<file path="config.mk">
export PLATFORM = sky130hd
export DESIGN_NAME = mux_lut_gate
export DESIGN_NICKNAME = d
export VERILOG_FILES = /design/src/rtl/mux_lut_gate.sv
export SDC_FILE = /design/constraint.sdc
export NUM_CORES = 1
export LEC_CHECK = 0
export CORE_MARGIN = 1.5
export CORE_UTILIZATION = 48
export DETAILED_ROUTE_END_ITERATION = 8
export PLACE_DENSITY = 0.8
export SYNTH_ARGS = -nofsm -noshare
export SYNTH_HDL_FRONTEND = slang
export SYNTH_SLANG_ARGS = --single-unit
</file>
<file path="constraint.sdc">
create_clock -name clk -period 2.3 [get_ports clk]
set_input_delay 0.46 -clock clk [delete_from_list [all_inputs] [get_ports clk]]
set_output_delay 0.46 -clock clk [all_outputs]
set_load 0.005 [all_outputs]
</file>
<file path="src/rtl/mux_lut_gate.sv">
// Two-input LUT gate built from a 2:1 mux tree per bit, with elementwise and reduce (fold) modes.
// Optional MUX_LUT_GATE_COUNT_EN adds a 16-bit output-handshake counter port out_count.
module mux_lut_gate #(
  parameter int WIDTH = 8
) (
  input  logic             clk,
  input  logic             rst_n,
  input  logic             in_valid,
  output logic             in_ready,
  input  logic [WIDTH-1:0] in_a,
  input  logic [WIDTH-1:0] in_b,
  input  logic [3:0]       in_tt,
  input  logic             in_mode,
  input  logic             in_last,
  output logic             out_valid,
  input  logic             out_ready,
`ifdef MUX_LUT_GATE_COUNT_EN
  output logic [15:0]      out_count,
`endif
  output logic [WIDTH-1:0] out_data
);

  // state | meaning
  // IDLE  | no packet open
  // ACC   | reduce packet open, r_acc holds the partial fold
  typedef enum logic {S_IDLE, S_ACC} state_t;

  state_t           r_state;
  logic [WIDTH-1:0] r_acc;
  logic [3:0]       r_tt;
  logic [WIDTH-1:0] r_out_data;
  logic             r_out_valid;

  logic [WIDTH-1:0] w_op_a;
  logic [WIDTH-1:0] w_lo;
  logic [WIDTH-1:0] w_hi;
  logic [WIDTH-1:0] w_f;
  logic [3:0]       w_tt;
  logic             w_accept;
  logic             w_consume;
  logic             w_write;
  logic             w_in_acc;

  assign w_in_acc  = (r_state == S_ACC);
  assign in_ready  = !r_out_valid || out_ready;
  assign w_accept  = in_valid && in_ready;
  assign w_consume = r_out_valid && out_ready;

  // Inside a packet the accumulator takes the A side and the latched table applies.
  assign w_op_a = w_in_acc ? r_acc : in_a;
  assign w_tt   = w_in_acc ? r_tt  : in_tt;

  genvar gi;
  generate
    for (gi = 0; gi < WIDTH; gi++) begin : g_bit
      assign w_lo[gi] = in_b[gi]   ? w_tt[1]  : w_tt[0];
      assign w_hi[gi] = in_b[gi]   ? w_tt[3]  : w_tt[2];
      assign w_f[gi]  = w_op_a[gi] ? w_hi[gi] : w_lo[gi];
    end
  endgenerate

  assign w_write = w_accept && (w_in_acc ? in_last : (!in_mode || in_last));

  always_ff @(posedge clk or negedge rst_n) begin
    if (!rst_n) begin
      r_state     <= S_IDLE;
      r_acc       <= '0;
      r_tt        <= '0;
      r_out_data  <= '0;
      r_out_valid <= 1'b0;
    end else begin
      if (w_write) begin
        r_out_data  <= w_f;
        r_out_valid <= 1'b1;
      end else if (w_consume) begin
        r_out_valid <= 1'b0;
      end

      case (r_state)
        S_IDLE: begin
          if (w_accept && in_mode && !in_last) begin
            r_acc   <= w_f;
            r_tt    <= in_tt;
            r_state <= S_ACC;
          end
        end
        S_ACC: begin
          if (w_accept) begin
            if (in_last) r_state <= S_IDLE;
            else         r_acc   <= w_f;
          end
        end
        default: r_state <= S_IDLE;
      endcase
    end
  end

`ifdef MUX_LUT_GATE_COUNT_EN
  logic [15:0] r_count;

  always_ff @(posedge clk or negedge rst_n) begin
    if (!rst_n)         r_count <= '0;
    else if (w_consume) r_count <= r_count + 16'd1;
  end

  assign out_count = r_count;
`endif

  assign out_valid = r_out_valid;
  assign out_data  = r_out_data;

endmodule

</file>
=== After elaboration in Yosys (flattened, before gate mapping) ===
Cells that the tools add are included.
W data, S select, Z words.

* Bits in registers: 22
* Bits in latches: 0
* RAM bits: 0
* Memory bits (read-only): 0
* Bits of input ports: 26
* Output and inout bits: 10
* Word-level logic and storage cells: 59
* Memories kept: 0

* Add/subtract/negate cells: 0
* $mul: 0
* Div/mod/pow operators: 0
* Magnitude comparators: 0
* Equal/unequal tests: 3
* Shift-type cells: 0
* Muxes and demuxes: 37
* Bitwise operators: 1
* Reduce and logical (&&, ||, !) cells: 13

{| class="wikitable"
|+ Operator list
! kind !! count
|-
| $mux W8 || 4
|-
| $mux W1 || 30
|-
| $pmux W8 S2 || 1
|-
| $logic_and A1 B1 Y1 || 5
|-
| $mux W4 || 1
|-
| $ne A2 B2 Y1 const B || 2
|-
| $logic_not A1 Y1 || 3
|-
| $reduce_and A3 Y1 || 1
|-
| $logic_or A1 B1 Y1 || 2
|-
| $ne A2 B1 Y1 const B || 1
|-
| $pmux W1 S2 || 1
|-
| $reduce_and A2 Y1 || 1
|-
| $reduce_bool A2 Y1 || 1
|-
| $not A1 Y1 || 1
|}

=== Depth between registers and ports, before layout ===
* Depth after elaboration: 7
* Mapped depth: 7
* Mapped depth without buffers: 4

=== Worst setup path after synthesis ===
OpenSTA, ideal clock, no wires.

* Kind: register to register
* From: reg r_state
* To: reg r_out_data[4] (netlist: out_data[4])
* Setup time: 0.125 ns
* Arrival time: 1.524 ns
* Data required time: 2.175 ns
* Path slack: 0.652 ns
* Stages on the path, launching flop included: 5
* Path buffers: 1
* Period minus slack after synthesis: 1.648 ns
* Path through: dfrtp_1 > buf_6 > mux2_4 > mux4_2 > mux2_2

* Longest elaborated chain between the ends: 3
* Elaborated cells between the ends (all ways): 7
* Classes of those cells: 6 x mux; 1 x reduce/logical

{| class="wikitable"
|+ RTL lines
! what !! line !! text
|-
| start: declaration || 28 || <nowiki>state_t r_state;</nowiki>
|-
| start signal: assignment || 66 || <nowiki>r_state <= S_IDLE;</nowiki>
|-
| start signal: assignment || 84 || <nowiki>r_state <= S_ACC;</nowiki>
|-
| start signal: assignment || 89 || <nowiki>if (in_last) r_state <= S_IDLE;</nowiki>
|-
| $mux W4 || 51 || <nowiki>assign w_tt = w_in_acc ? r_tt : in_tt;</nowiki>
|-
| $mux W1 (on tied branches) || 56, 57 ||
|-
| $mux W1 || 58 || <nowiki>assign w_f[gi] = w_op_a[gi] ? w_hi[gi] : w_lo[gi];</nowiki>
|-
| end signal: assignment || 73 || <nowiki>r_out_data <= w_f;</nowiki>
|-
| end: declaration || 31 || <nowiki>logic [WIDTH-1:0] r_out_data;</nowiki>
|}

Several ways; a longest one is shown, not always the timed one.
A chain may end at the register's enable or synchronous reset.

=== Worst setup path after layout ===
* From: in out_ready
* To: out in_ready

* Longest elaborated chain between the ends: 1

{| class="wikitable"
|+ RTL lines
! what !! line !! text
|-
| start: declaration || 16 || <nowiki>input logic out_ready,</nowiki>
|-
| $logic_or A1 B1 Y1 || 45 || <nowiki>assign in_ready = !r_out_valid || out_ready;</nowiki>
|-
| end: declaration || 9 || <nowiki>output logic in_ready,</nowiki>
|}

Every way passes these cells.

==> run summary <==
The worst path in the final design needs a cycle of 2.097 ns, including I/O delays and setup. Number of synthesized register bits: 22. The die is 56.65 um tall. In this run the core area contains 19 standard-cell rows. In this run the cell area measured after placement is 0.001787 mm2. The congestion estimate from routability-driven global placement came to 0.8428. Wires add up to 3454 um. The area share of the leading cell type in the synthesized netlist was 0.3986. Counting tap cells, the placed design contains a total of 210 instances. Pin placement for this block handled 36 I/O pins. The half-perimeter wire length after detailed placement is 2612 um, and the count of endpoints failing setup in the final report is 0.

When the netlist entered floorplanning its net count stood at 169. By count the netlist is led by sky130_fd_sc_hd__dfrtp_1 (22), sky130_fd_sc_hd__nand2b_1 (19), sky130_fd_sc_hd__nor2_1 (17). After routing, the total negative slack on setup checks comes to 0 ns. The logs give 0 for the number of nets with antenna violations after routing and 0.4768 GHz for the maximum operating frequency. No sink is reached through more buffers than the 2 on the longest clock path. The leakage power figure came out at 0.7644 nW. In this run, synthesis inferred 0 flip-flops with an integrated enable. The total via count in the routed design was 1239. The initial detailed-routing violation count came out at 46. After floorplanning, the core was sized to cover 0.002734 mm2.

The area fraction in compound gates after synthesis came out at 0.1685. The number of clock sinks seen by CTS was 22; the effective utilization at floorplan was 0.5053. Synthesis-to-finish area growth: 31.97%. The largest fanout on the critical path was 5; the clock transition time at the flip-flop clock pins of the worst setup and hold paths was 0.12 ns. The tools report the required time at the endpoint of the critical path as 1.84 ns. The final net count is 210, and the measured slew at the worst slew-check pin is 0.4878 ns.

After detailed routing, the number of remaining DRC violations is 0. The logs give 0.003209 mm2 for the full die area and 143 for the synthesized netlist cell count. TritonCTS built the clock tree. The overall overflow remaining after global route is 0, and the mean instance size in the synthesized netlist is 9.660 um2. The logs give 0.001381 mm2 for the total standard cell area after synthesis and 21 for the count of distinct cell types in the synthesized netlist. The first global-routing pass estimated 5968 um of wire. By instance count, the leading cell after synthesis is sky130_fd_sc_hd__dfrtp_1. The post-route core utilization was 0.6668; the maximum ir drop on the vdd rail was 0.6182 mV. The count of synthesis-stage warnings from yosys is 0. The number of global-route vias before repair came out at 1246. The average wire per standard cell was 16.14 um; the total power was 1.563 mW.

The tools report the insertion delay of the later-clocked pin in the worst-skew pair as 0.31 ns. The xor and xnor fraction of the mapped netlist area was 0; the number of H-tree branching levels was 1. After clock tree synthesis, the setup repair step added 0 buffers.

Post-CTS repair changed the size of 0 cells. The die is 56.65 um wide. The share of async-settable or async-resettable flops after synthesis was 1.000.

After clock tree synthesis, the flow added hold-fix buffers numbering 0. Type of destination of the critical path: an output pin. Fraction of layout instances using a drive strength above 1: 0.1694. Main combinational cell family by area after synthesis: multiplexers.

The run gives 214 as the number of standard cells in the final layout excluding fillers. After synthesis, the cell types taking the most area are sky130_fd_sc_hd__dfrtp_1 (40%), sky130_fd_sc_hd__mux2_2 (13%), sky130_fd_sc_hd__nand2b_1 (8.6%). The ratio of total power to cell area is 857.2 mW/mm2. For the number of failing hold endpoints at the final stage, the log shows 0. The fraction of the mapped netlist area in simple logic gates is 0.1812.

The mux cell area share after synthesis was 0.2065; the via-per-instance ratio was 5.790. The share of synthesized cell area in full adder, half adder and majority cells was 0. The worst setup path is launched from an input port.

Between clock sinks in the finished design, the worst skew comes to 0.001134 ns. The largest total area in the synthesized netlist belongs to sky130_fd_sc_hd__dfrtp_1. The min-delay analysis places its worst path in the category input port to async pin. Final number of max-transition violations: 0.

The antenna cell count was 0. The number of maximum-capacitance constraint violations is 0. Number of CTS-inserted buffers: 3.

The dominant register cell in the synthesized netlist was sky130_fd_sc_hd__dfrtp_1. For the headroom to the max-slew limit, the log shows 0.6748. Master cell of the clock root buffer: sky130_fd_sc_hd__clkbuf_4.

The length of the first detailed-routing pass in iterations is 4, and the data arrival time of the worst path is 1.64 ns. Kind of critical path: input port to output pin. In this run the tool buffered the top-level ports with 35 buffer cells. Setup repair after global routing left no endpoint under its margin. Final critical-path share of the clock period: 0.9119. The flow ran to the end, and the final reports show no timing, DRC or antenna violations. The total global-route track usage is 0.2391, and the initial antenna violation count is 0. The sequential cell area fraction in the yosys report was 0.3986; the largest net degree at the start of global routing was 23. The cell area after layout came out at 0.001823 mm2.
cell families after synthesis:
kind of cell | Yosys count
simple gates | 51
compound gates | 34
mux | 23
flops | 22
buf+inv | 13
per-stage QoR:
step           worst slack [ns]  hold WS, ns
2_1_floorplan            0.6516       0.1644
3_3_place_gp             0.1942       0.4657
3_5_place_dp             0.1611       0.4776
4_1_cts                  0.1993       0.4989
5_1_grt                  0.1218       0.5191
6_report                 0.2026       0.4935
where the power goes:
group          internal (mW)  switching [mW]  total [mW]
clock network         0.0967           0.120       0.217
logic                  0.417           0.264       0.682
registers              0.541           0.123       0.664
routing by layer:
layer  GRT usage  vias up  wire length, um
met5           0        -                0
met4     0.07483        0               93
met3     0.05991        8              157
met2      0.3904       36             1769
met1      0.3110      602             1433
li1            -      593                -
cell usage in the layout (no fill, tap or decap):
master,n
sky130_fd_sc_hd__clkdlybuf4s50_1,35
sky130_fd_sc_hd__dfrtp_1,22
sky130_fd_sc_hd__nand2b_1,19
sky130_fd_sc_hd__nor2_1,17
sky130_fd_sc_hd__mux2_2,16
sky130_fd_sc_hd__o21ai_0,12
sky130_fd_sc_hd__nand2_1,10
sky130_fd_sc_hd__a32oi_1,9
sky130_fd_sc_hd__inv_1,7
sky130_fd_sc_hd__buf_4,7
sky130_fd_sc_hd__o211ai_1,4
sky130_fd_sc_hd__nor2b_1,3
sky130_fd_sc_hd__o22ai_1,3
sky130_fd_sc_hd__mux2i_1,3
sky130_fd_sc_hd__a2bb2oi_1,3
sky130_fd_sc_hd__clkbuf_4,3
sky130_fd_sc_hd__a21oi_1,2
sky130_fd_sc_hd__mux2_4,2
sky130_fd_sc_hd__mux4_2,2
sky130_fd_sc_hd__and2_1,1
sky130_fd_sc_hd__o2111ai_1,1
sky130_fd_sc_hd__nand3_1,1
sky130_fd_sc_hd__clkbuf_8,1
layout make-up:
cell class	count	area, um2
clock buffer	4	36.28
fill	230	910.9
inverter	7	26.28
multi-input combinational	108	768.2
sequential	22	550.5
tap	31	38.79
timing repair buffer	42	402.9
registers in the layout (all words and copies together) (netlist names):
name       cells
r_acc          8
r_tt           4
out_data       8
out_valid      1
r_state        1
final timing paths:
kind / from / end / slack, ns / cells after the start
max in group asynchronous: rst_n / out_data[0] / 1.58 / 2
hold reg to reg: out_data[0] / out_data[0] / 0.50 / 2
hold / removal: rst_n / r_state / 0.49 / 2
setup reg to reg: r_state / r_acc[4] / 0.37 / 3
min in group clk: out_data[0] / out_data[0] / 0.50 / 2
setup / recovery: out_ready / in_ready / 0.20 / 3
worst max-delay path, cell delays in order:
cell and delay [ns]:
sky130_fd_sc_hd__clkdlybuf4s50_1 0.45, sky130_fd_sc_hd__nand2b_1 0.19, sky130_fd_sc_hd__clkdlybuf4s50_1 0.54
No activity file was read; power rests on OpenSTA's default activity.
